<file path="src/rtl/board_move_sequencer.sv">
// Board RAM sequencer: serves piece queries and moves from the game FSM and read-only scans from the VGA renderer.
// Latency: query done 3 cycles after accept, valid move 6, rejected move 4; renderer data 1 cycle after rd_gnt.
// Backpressure: commands seen while busy are dropped; renderer holds i_rd_req until o_rd_gnt (control wins ties).
// Optional build macro BMS_KING_WIN_EN adds o_game_won (set on king capture, blocks further moves).
module board_move_sequencer #(
  parameter int COORD_W   = 4,
  parameter int PIECE_W   = 4,
  parameter int KING_TYPE = 6
) (
  input  logic                   i_clk,
  input  logic                   i_reset,
  input  logic                   i_cmd_query,
  input  logic                   i_cmd_move,
  input  logic                   i_player,
  input  logic [COORD_W-1:0]     i_src_x,
  input  logic [COORD_W-1:0]     i_src_y,
  input  logic [COORD_W-1:0]     i_dst_x,
  input  logic [COORD_W-1:0]     i_dst_y,
  output logic                   o_busy,
  output logic                   o_done,
  output logic [PIECE_W-1:0]     o_piece,
  output logic                   o_piece_own,
  output logic                   o_move_ok,
  output logic [PIECE_W-1:0]     o_captured,
  input  logic                   i_rd_req,
  input  logic [COORD_W-1:0]     i_rd_x,
  input  logic [COORD_W-1:0]     i_rd_y,
  output logic                   o_rd_gnt,
  output logic                   o_rd_valid,
  output logic [PIECE_W-1:0]     o_rd_data,
  output logic [2*COORD_W-1:0]   o_mem_addr,
  output logic                   o_mem_we,
  output logic [PIECE_W-1:0]     o_mem_wdata,
  input  logic [PIECE_W-1:0]     i_mem_rdata
`ifdef BMS_KING_WIN_EN
  ,
  output logic                   o_game_won
`endif
);

  typedef enum logic [3:0] {
    S_IDLE,
    S_Q_RD,
    S_Q_LATCH,
    S_M_RD_SRC,
    S_M_RD_DST,
    S_M_CHECK,
    S_M_WR_DST,
    S_M_WR_SRC,
    S_DONE
  } state_t;

  state_t                 r_state;
  state_t                 w_state_nxt;

  logic [COORD_W-1:0]     r_src_x;
  logic [COORD_W-1:0]     r_src_y;
  logic [COORD_W-1:0]     r_dst_x;
  logic [COORD_W-1:0]     r_dst_y;
  logic                   r_player;
  logic [PIECE_W-1:0]     r_piece;
  logic                   r_piece_own;
  logic                   r_move_ok;
  logic [PIECE_W-1:0]     r_captured;
  logic                   r_rd_valid;

  logic                   w_idle;
  logic                   w_move_en;
  logic                   w_accept_move;
  logic                   w_accept_query;
  logic                   w_rd_gnt;
  logic                   w_move_valid;
  logic [2*COORD_W-1:0]   w_src_addr;
  logic [2*COORD_W-1:0]   w_dst_addr;
  logic [2*COORD_W-1:0]   w_mem_addr;
  logic                   w_mem_we;
  logic [PIECE_W-1:0]     w_mem_wdata;

`ifdef BMS_KING_WIN_EN
  localparam logic [PIECE_W-2:0] LP_KING_TYPE = KING_TYPE[PIECE_W-2:0];
  logic                   r_game_won;

  // Once a king has fallen the board is frozen for moves; queries and scans still run.
  assign w_move_en = i_cmd_move && !r_game_won;

  // Latch the win when the piece being captured (already in r_captured) is a king.
  always_ff @(posedge i_clk) begin
    if (i_reset) begin
      r_game_won <= 1'b0;
    end else if (r_state == S_M_WR_SRC && r_captured[PIECE_W-2:0] == LP_KING_TYPE) begin
      r_game_won <= 1'b1;
    end
  end

  assign o_game_won = r_game_won;
`else
  // King type only matters when the win option is built in.
  logic                   w_unused_king;
  assign w_unused_king = (KING_TYPE != 0);
  assign w_move_en     = i_cmd_move;
`endif

  assign w_idle         = (r_state == S_IDLE);
  assign w_accept_move  = w_idle && w_move_en;
  assign w_accept_query = w_idle && !w_move_en && i_cmd_query;
  // Renderer only gets the RAM in an otherwise quiet IDLE cycle.
  assign w_rd_gnt       = w_idle && i_rd_req && !i_cmd_move && !i_cmd_query && !i_reset;
  assign w_src_addr     = {r_src_y, r_src_x};
  assign w_dst_addr     = {r_dst_y, r_dst_x};

  // In M_CHECK r_piece holds the source code and i_mem_rdata the destination code.
  assign w_move_valid = (r_piece[PIECE_W-2:0] != '0) &&
                        (r_piece[PIECE_W-1] == r_player) &&
                        (w_src_addr != w_dst_addr) &&
                        ((i_mem_rdata[PIECE_W-2:0] == '0) || (i_mem_rdata[PIECE_W-1] != r_player));

  // State register.
  always_ff @(posedge i_clk) begin
    if (i_reset) begin
      r_state <= S_IDLE;
    end else begin
      r_state <= w_state_nxt;
    end
  end

  // Next-state and RAM port drive.
  always_comb begin
    w_state_nxt = r_state;
    w_mem_addr  = '0;
    w_mem_we    = 1'b0;
    w_mem_wdata = '0;
    case (r_state)
      S_IDLE: begin
        if (w_accept_move) begin
          w_state_nxt = S_M_RD_SRC;
        end else if (w_accept_query) begin
          w_state_nxt = S_Q_RD;
        end else if (w_rd_gnt) begin
          w_mem_addr = {i_rd_y, i_rd_x};
        end
      end
      S_Q_RD: begin
        w_mem_addr  = w_src_addr;
        w_state_nxt = S_Q_LATCH;
      end
      S_Q_LATCH: begin
        w_state_nxt = S_DONE;
      end
      S_M_RD_SRC: begin
        w_mem_addr  = w_src_addr;
        w_state_nxt = S_M_RD_DST;
      end
      S_M_RD_DST: begin
        w_mem_addr  = w_dst_addr;
        w_state_nxt = S_M_CHECK;
      end
      S_M_CHECK: begin
        w_state_nxt = w_move_valid ? S_M_WR_DST : S_DONE;
      end
      S_M_WR_DST: begin
        w_mem_we    = 1'b1;
        w_mem_addr  = w_dst_addr;
        w_mem_wdata = r_piece;
        w_state_nxt = S_M_WR_SRC;
      end
      S_M_WR_SRC: begin
        w_mem_we    = 1'b1;
        w_mem_addr  = w_src_addr;
        w_mem_wdata = '0;
        w_state_nxt = S_DONE;
      end
      S_DONE: begin
        w_state_nxt = S_IDLE;
      end
      default: begin
        w_state_nxt = S_IDLE;
      end
    endcase
  end

  // Command operands and result registers; results hold until the next accepted command.
  always_ff @(posedge i_clk) begin
    if (i_reset) begin
      r_src_x     <= '0;
      r_src_y     <= '0;
      r_dst_x     <= '0;
      r_dst_y     <= '0;
      r_player    <= 1'b0;
      r_piece     <= '0;
      r_piece_own <= 1'b0;
      r_move_ok   <= 1'b0;
      r_captured  <= '0;
    end else begin
      if (w_accept_move || w_accept_query) begin
        r_src_x     <= i_src_x;
        r_src_y     <= i_src_y;
        r_dst_x     <= i_dst_x;
        r_dst_y     <= i_dst_y;
        r_player    <= i_player;
        r_piece_own <= 1'b0;
        r_move_ok   <= 1'b0;
        r_captured  <= '0;
      end
      case (r_state)
        S_Q_LATCH: begin
          r_piece     <= i_mem_rdata;
          r_piece_own <= (i_mem_rdata[PIECE_W-2:0] != '0) && (i_mem_rdata[PIECE_W-1] == r_player);
        end
        S_M_RD_DST: begin
          r_piece <= i_mem_rdata;
        end
        S_M_CHECK: begin
          if (w_move_valid) begin
            r_captured <= i_mem_rdata;
          end
        end
        S_M_WR_SRC: begin
          r_move_ok <= 1'b1;
        end
        default: begin
        end
      endcase
    end
  end

  // Renderer read data returns the cycle after the grant.
  always_ff @(posedge i_clk) begin
    if (i_reset) begin
      r_rd_valid <= 1'b0;
    end else begin
      r_rd_valid <= w_rd_gnt;
    end
  end

  assign o_busy      = !w_idle;
  assign o_done      = (r_state == S_DONE);
  assign o_piece     = r_piece;
  assign o_piece_own = r_piece_own;
  assign o_move_ok   = r_move_ok;
  assign o_captured  = r_captured;
  assign o_rd_gnt    = w_rd_gnt;
  assign o_rd_valid  = r_rd_valid;
  assign o_rd_data   = r_rd_valid ? i_mem_rdata : '0;
  assign o_mem_addr  = w_mem_addr;
  assign o_mem_we    = w_mem_we;
  assign o_mem_wdata = w_mem_wdata;

endmodule

</file>
<file path="config.mk">
export PLATFORM = sky130hd
export DESIGN_NAME = board_move_sequencer
export DESIGN_NICKNAME = d
export VERILOG_FILES = /design/src/rtl/board_move_sequencer.sv
export SDC_FILE = /design/constraint.sdc
export NUM_CORES = 1
export LEC_CHECK = 0
export CORE_MARGIN = 4
export CORE_UTILIZATION = 24
export CTS_CLUSTER_SIZE = 28
export DETAILED_ROUTE_END_ITERATION = 8
export GPL_ROUTABILITY_DRIVEN = 0
export PLACE_DENSITY = 0.49
export SYNTH_ARGS = -nofsm -noshare
export SYNTH_HDL_FRONTEND = slang
export SYNTH_SLANG_ARGS = --single-unit
export TNS_END_PERCENT = 100
</file>
<file path="constraint.sdc">
create_clock -name i_clk -period 3.9 [get_ports i_clk]
set_input_delay 0.585 -clock i_clk [delete_from_list [all_inputs] [get_ports i_clk]]
set_output_delay 0.585 -clock i_clk [all_outputs]
set_load 0.02 [all_outputs]
</file>
==> After elaboration in Yosys (flattened, before gate mapping) <==
Index checks and enable logic that the tools add are counted.
W data, S select, Z words.
{ "totals": {"reg_bits": 32} }
{ "op_classes": {"n_reduce_logical": 28, "muxes": 17, "eq_ne": 13} }
{ "ops": {"columns": ["operator", "count"], "rows": [
  ["$mux W4", 8],
  ["$pmux W4 S7", 1],
  ["$mux W8", 3],
  ["$pmux W8 S3", 1],
  ["$eq A4 B3 Y1 const B", 4],
  ["$logic_and A1 B1 Y1", 11],
  ["$eq A4 B2 Y1 const B", 2],
  ["$ne A8 B8 Y1", 1],
  ["$reduce_or A2 Y1", 4],
  ["$reduce_bool A3 Y1", 2],
  ["$eq A4 B1 Y1 const B", 1],
  ["$eq A4 B4 Y1 const B", 1],
  ["$logic_not A1 Y1", 4],
  ["$logic_not A4 Y1", 1],
  ["$mux W1", 4],
  ["$reduce_bool A2 Y1", 2],
  ["$logic_not A3 Y1", 1],
  ["$ne A3 B1 Y1 const B", 1],
  ["$reduce_or A3 Y1", 1],
  ["$eq A1 B1 Y1", 2],
  ["$logic_or A1 B1 Y1", 2],
  ["$ne A1 B1 Y1", 1]
]} }

==> Depth between registers and ports, before layout <==
Gate-level depths: netlist (run 1).
{ "logic_depth": {"word_depth": 9, "ltp_mapped": 7, "depth_no_buf": 5} }

==> Worst setup path before layout (run 1) <==
No wires, ideal clock.
{ "synth_timing": {"kind": "reg2out", "startpoint": "reg r_state[1]", "endpoint": "out o_mem_addr[0]", "required_time_ns": 3.315, "t_arrival_ns": 1.706, "path_stages_with_launch": 7, "slack_ns": 1.609, "path_buffers": 2, "path_cell_list": "dfxtp_1 > buf_4 > nor4_4 > and4b_1 > clkbuf_1 > a222oi_1 > inv_1"} }
{ "synth_between": {"elab_chain_cells": 9} }
{ "synth_lines": {"columns": ["element", "line_no", "rtl"], "rows": [
  ["start: declaration", "53", "state_t r_state;"],
  ["start signal: assignment", "122", "r_state <= w_state_nxt;"],
  ["$logic_not A4 Y1", "103", "assign w_idle = (r_state == S_IDLE);"],
  ["$logic_and A1 B1 Y1 (4 in a row)", "107", "assign w_rd_gnt = w_idle && i_rd_req && !i_cmd_move && !i_cmd_query && !i_reset;"],
  ["via o_rd_gnt", "28", "output logic o_rd_gnt,"],
  ["$mux W8", "138", "end else if (w_rd_gnt) begin"],
  ["$mux W8", "136", "end else if (w_accept_query) begin"],
  ["$mux W8", "134", "if (w_accept_move) begin"],
  ["$pmux W8 S3", "132", "case (r_state)"],
  ["end: declaration", "31", "output logic [2*COORD_W-1:0] o_mem_addr,"]
]} }
The timed path passes the listed nets, and every way through them passes these cells.

==> Final worst setup path (run 1) <==
{ "layout_timing": {"startpoint": "in i_cmd_move", "endpoint": "out o_mem_addr[3]"} }
{ "layout_between": {"elab_chain_cells": 8} }
{ "layout_lines": {"columns": ["element", "line_no", "rtl"], "rows": [
  ["start: declaration", "13", "input logic i_cmd_move,"],
  ["$logic_not A1 Y1", "105, 107", null],
  ["$logic_and A1 B1 Y1 (3 in a row)", "107", null],
  ["$mux W8", "138", null],
  ["$mux W8", "136", null],
  ["$mux W8 (*)", "134", null],
  ["$pmux W8 S3 (*)", "132", null]
]} }
Every way passes the cells marked *; elsewhere a longest branch is shown, timed or not.

==> results of run 1 <==
-- layout make-up --
type	count	area share, %
clock buffers	6	3.01
flip-flops and latches	32	26.6
multi-input cells	140	37.5
clock inverters	1	0.208
inverters	10	1.56
well taps	77	4.00
repair buffers	66	27.2
-- critical path: cells and delay by family --
| kind | cells | cell delay, ns |
|---|---|---|
| AOI/OAI and AO/OA | 1 | 0.13 |
| and+or+nand+nor | 2 | 0.79 |
| buffers and inverters | 3 | 1.14 |
-- metal layers --
layer	up-vias	global-route usage, %	share of wire [%]
met2	56	19.3	46
li1	792	-	-
met3	5	3.80	7.2
met1	721	14.6	46
met4	0	3.02	0.87
met5	-	0	0
-- power breakdown --
group	switching [µW]	leakage, µW	total [µW]	internal, µW
combinational	190	0.000692	343	152
sequential	51.4	0.000262	419	367
clock	113	0.0000410	234	121
-- per-stage QoR --
step	area [µm²]	utilization (%)	instances
finish	2410	36.9	332
CTS	2410	36.9	332
global route	2410	36.9	332
floorplan	1650	-	193
detailed placement	2330	35.7	325
global placement	2330	35.7	325
-- final timing paths --
check	from	end	slack (ns)	depth (start not counted)
hold reg to reg	o_captured[2]$_SDFF_PP0_	o_captured[2]$_SDFF_PP0_	0.48	2
setup reg to reg	r_state[1]$_SDFFE_PP0P_	o_piece_own$_SDFFE_PP0P_	1.91	5
setup / recovery	i_cmd_move	o_mem_addr[3]	0.67	6
hold / removal	o_captured[2]$_SDFF_PP0_	o_captured[2]$_SDFF_PP0_	0.48	2
-- registers in the layout, indices dropped and copies added (netlist names) --
name and flops:
o_captured 4, o_piece 4, r_dst_x 4, r_dst_y 4
r_src_x 4, r_src_y 4, r_state 4, o_move_ok 1
o_piece_own 1, o_rd_valid 1, r_player 1
-- cell families (layout without fill, tap and decap cells) --
group | Yosys count | after routing | share of synthesized area (%)
simple gates | 85 | 85 | 28.3
compound gates | 37 | 37 | 16.2
flops | 32 | 32 | 38.8
mux | 8 | 8 | 4.85
buf+inv | 21 | 83 | 6.59
xor+xnor | 10 | 10 | 5.30
-- synth_stat cells, types with 2 or more instances --
library cell  number  area [µm²]
a21oi_1           19        95.1
mux2i_1            8        80.1
nand3b_1           4        30.0
and4b_1            2        20.0
xor2_1             9        78.8
dfxtp_1           32         641
nand2_1           37         139
and3_1             5        31.3
nor2b_1            2        12.5
and2_1             5        31.3
a222oi_1           8        80.1
o31a_1             2        17.5
inv_1              9        33.8
nor3_1             3        15.0
nor2_1            12        45.0
or2b_2             3        26.3
buf_6              2        22.5
clkbuf_1           6        22.5
nor4_2             2        25.0
==> metrics.txt, run 1 <==
Setup TNS Final=0 ns; Reg area=641 µm²; cts repair resizes=0; proportion of layout cells with a drive suffix above 1=8.24%; highest-count cells in the layout ignoring fill and taps=64 x clkdlybuf4s50_1, 37 x nand2_1, 32 x dfxtp_1; final wirelength=4820 µm; clk sink count=32; DRT Pass-1 Iters=4; critical-path cell list=clkdlybuf4s50_1 > nor2_1 > and4b_1 > a222oi_1 > inv_1 > clkdlybuf4s50_1; Max Cap Violations=0; Peak Freq=0.309 GHz; cts bufs inserted=5; Antenna diodes=0; crit path time final=3.23 ns; Antenna Nets Post-Route=0; synthesized area=1650 µm²; Worst Hold Class=flop to flop; relative slew slack=34.7%; Multi-input gate area=903 µm²; Worst Slack Setup Final=0.666 ns; CTS tree=yes; FILL cells=672; Crit path top cell by count=clkdlybuf4s50_1; via count=1574; critical path peak fanout=9; vias in the first global route=1630; Max stage delay on crit path=0.60 ns; Syn. warnings=0; pin count of the biggest net entering global routing=34; Clock Path Buffers=2; hold violation total from the final report=0; HPWL after detailed placement=3490 µm; clk slew on worst S/H paths=0.06 ns; IO Count=65; starting density of the core=25.3%; Core Rows=29; type of origin of the critical path=input pin; async set or reset register ratio after synthesis=0%; Overflow after GRT=0; Arr. time, crit path=2.65 ns; Clock Skews=0.00586 ns; Worst setup EP type=output port; DRC marker count from the first detailed-route iteration=89; Total Routing Usage GR=11.6%; die width=91.0 µm; Place WS=0.686 ns; Final nets=289; Setup Buffers After CTS=0; CTS Hold Bufs=0; worst vdd ir=0.000139 V; Synthesized Nets=227; Die Span Y=91.0 µm; Least-Margin Pin Slew=0.979 ns; most common cell after layout, fill and taps aside=clkdlybuf4s50_1; sequential share of the synthesized area=38.8%; worst skew pair latency=0.28 ns; RSZ-0062 raised after global routing=false; Tcrit/Tclk final=82.9%; core area=6530 µm²; initial antenna violation count=0; synthesized flop and latch total=32; worst hold slack=0.483 ns; DR vias/cell=4.74; # H-tree levels=2; Worst Path Required=3.31 ns; CP Class=input pin to output port; syn_area_per_cell=8.56 µm²; post-DR wirelength/cell=14.5 µm; PwrDens=413 nW/µm²; status=complete, no violations; Tot Pwr=995 µW; Root Buffer=clkbuf_8; Lkg Pwr=0.000995 µW; Post-route DRC=0; first-pass GRT wire length=7880 µm; I/O Buffers=64; Final setup viols=0; Area Overhead vs Synth=45.9%; Synth Flop Type=dfxtp_1; die area=8280 µm²; Yosys cell types=42; Max stage delay cell, worst path=clkdlybuf4s50_1; Max Slew Vio Count=0; Post-synth EDFFs=0; Cells after Synth=193
(Power assumes the default switching activity.)
==> inputs of run 2 (changes only) <==
==> constraint.sdc (replaced) <==
create_clock -name i_clk -period 3.25 [get_ports i_clk]
set_input_delay 0.4875 -clock i_clk [delete_from_list [all_inputs] [get_ports i_clk]]
set_output_delay 0.4875 -clock i_clk [all_outputs]
set_load 0.02 [all_outputs]
==> run 2 against run 1 <==
Net effect: critical path depth stayed put; global-route usage about the same; hold slack improved by 0.0011 ns; sequential cell count is the same; final cell count up 0.90%.
==> metrics.txt, run 2 (synthesized netlist as in run 1, its figures left out) <==
status=complete, no violations (unchanged); met1 Use GR=15.0% (was 14.6%); Area Overhead vs Synth=49.7% (was 45.9%); CP Class=input pin to output port (unchanged); M3 GR Usage=4.88% (was 3.80%); Lkg Pwr=0.00103 µW (was 0.000995 µW); grt met2 use=17.9% (was 19.3%); post-route insts no fill=335 (was 332); Crit path max-delay family=buffers and inverters (unchanged); Root Buffer=clkbuf_8 (unchanged); Worst setup EP type=output port (unchanged); Final nets=291 (was 289); DRT Pass-1 Iters=7 (was 4); post-DR wirelength/cell=14.5 µm (about the same); DP Area=2350 µm² (was 2330 µm²); final wirelength=4840 µm (was 4820 µm); Setup Buffers After CTS=0 (unchanged); Total Routing Usage GR=11.6% (about the same); Clock Path Buffers=2 (unchanged); Max stage delay cell, worst path=clkdlybuf4s50_1 (unchanged); Placed Cells=327 (was 325); worst skew pair latency=0.29 ns (was 0.28 ns); WP buf/inv=3 (unchanged); Antenna Nets Post-Route=0 (unchanged); HPWL after detailed placement=3540 µm (was 3490 µm); Crit path top cell by count=clkdlybuf4s50_1 (unchanged); PwrDens=545 nW/µm² (was 413 nW/µm²); clk slew on worst S/H paths=0.07 ns (was 0.06 ns); IO Count=65 (unchanged); worst vdd ir=0.000190 V (was 0.000139 V); starting density of the core=25.3% (unchanged); Peak Freq=0.333 GHz; core area=6530 µm² (unchanged); first-pass GRT wire length=7710 µm (was 7880 µm); Max Slew Vio Count=0 (unchanged); grt peak-use layer=met2 (unchanged); DR vias/cell=4.66 (was 4.74); DRC marker count from the first detailed-route iteration=75 (was 89); proportion of layout cells with a drive suffix above 1=9.69% (was 8.24%); critical path peak fanout=9 (unchanged); relative slew slack=44.3% (was 34.7%); Die Span Y=91.0 µm (unchanged); Post-route DRC=0 (unchanged); Setup TNS Final=0 ns (unchanged); Max Cap Violations=0 (unchanged); Least-Margin Pin Slew=0.835 ns (was 0.979 ns); Overflow after GRT=0 (unchanged); die area=8280 µm² (unchanged); Tcrit/Tclk final=92.3%; RSZ-0062 raised after global routing=false (unchanged); cts bufs inserted=5 (unchanged); clk sink count=32 (unchanged); Arr. time, crit path=2.51 ns (was 2.65 ns); pin count of the biggest net entering global routing=34 (unchanged); I/O Buffers=64 (unchanged); vias in the first global route=1568 (was 1630); Antenna diodes=0 (unchanged); initial antenna violation count=0 (unchanged); Worst Hold Class=flop to flop (unchanged); Worst Path Required=2.76 ns (was 3.31 ns); type of origin of the critical path=input pin (unchanged); most common cell after layout, fill and taps aside=clkdlybuf4s50_1 (unchanged); CTS Hold Bufs=0 (unchanged); CTS tree=yes (unchanged); Clock Skews=0.00887 ns (was 0.00586 ns); fin area=2470 µm² (was 2410 µm²); Core Rows=29 (unchanged); Max stage delay on crit path=0.59 ns (was 0.60 ns); critical-path cell list=clkdlybuf4s50_1 > nor2_1 > and4b_1 > a222oi_1 > inv_1 > clkdlybuf4s50_1 (unchanged); crit path time final=3.00 ns; cts repair resizes=0 (unchanged); # H-tree levels=2 (unchanged); hold violation total from the final report=0 (unchanged); Final setup viols=0 (unchanged); highest-count cells in the layout ignoring fill and taps=64 x clkdlybuf4s50_1, 37 x nand2_1, 32 x dfxtp_1 (unchanged); via count=1560 (was 1574); die width=91.0 µm (unchanged)
[run 2: cell count changes in the layout (fill, tap and decap cells not counted)]
cell / previous run / this run
clkinv_2: 1 / 0
clkbuf_1: 1 / 0
buf_4: 2 / 4
bufinv_16: 0 / 1
clkbuf_8: 5 / 7
[run 2: per-layer routing]
layer | share of wire, % | up-vias
li1 | - | 798
met1 | 48 | 697
met2 | 44 | 60
met3 | 7.5 | 5
met4 | 0.70 | 0
met5 | 0 | -
[run 2: path summary, 6_finish.rpt]
kind,startpoint,to,slack [ns],cells past startpoint
worst max-delay path,i_cmd_move,o_mem_addr[2],0.25,6
worst min-delay path,o_captured[0]$_SDFF_PP0_,o_captured[0]$_SDFF_PP0_,0.48,2
worst max register to register,r_state[1]$_SDFFE_PP0P_,o_piece_own$_SDFFE_PP0P_,1.27,6
worst min register to register,o_captured[0]$_SDFF_PP0_,o_captured[0]$_SDFF_PP0_,0.48,2
[run 2: worst min-delay path, stage by stage (launching register included)]
cell      delay, ns
dfxtp_1        0.31
nand3b_1       0.07
mux2i_1        0.06
[run 2: area by class of cell]
class	count	area (µm²)
Clock buffer	7	96.3
Clock inverter	1	30.0
Fill cell	689	4060
Inverter	10	37.5
Multi-Input combinational cell	140	903
Sequential cell	32	641
Tap cell	77	96.3
Timing Repair Buffer	68	671
[run 2: power breakdown]
part | internal [µW] | total (µW) | switching [µW]
clock network | 271 | 424 | 153
logic | 193 | 426 | 233
registers | 441 | 501 | 60.0
total | 904 | 1350 | 446
[run 2: metrics by stage]
stage          setup WS [ns]  hold WS (ns)  utilization (%)  total power, µW
5_1_grt               0.0461         0.506             37.9             1430
4_1_cts                0.240         0.488             37.9             1370
3_5_place_dp           0.249         0.477             36.0              942
3_3_place_gp           0.252         0.472             36.0              944
6_report               0.251         0.485             37.9             1350
2_1_floorplan           1.06         0.457                -              776
==> inputs of run 3 (changes only) <==
--- a/config.mk
+++ b/config.mk
@@ -5,6 +5,7 @@
 export SDC_FILE = /design/constraint.sdc
 export NUM_CORES = 1
 export LEC_CHECK = 0
+export CAP_MARGIN = 5
 export CORE_MARGIN = 4
 export CORE_UTILIZATION = 24
 export CTS_CLUSTER_SIZE = 28
==> results of run 3 <==
No change in the layout: final DEF, timing and power equal those of run 2.
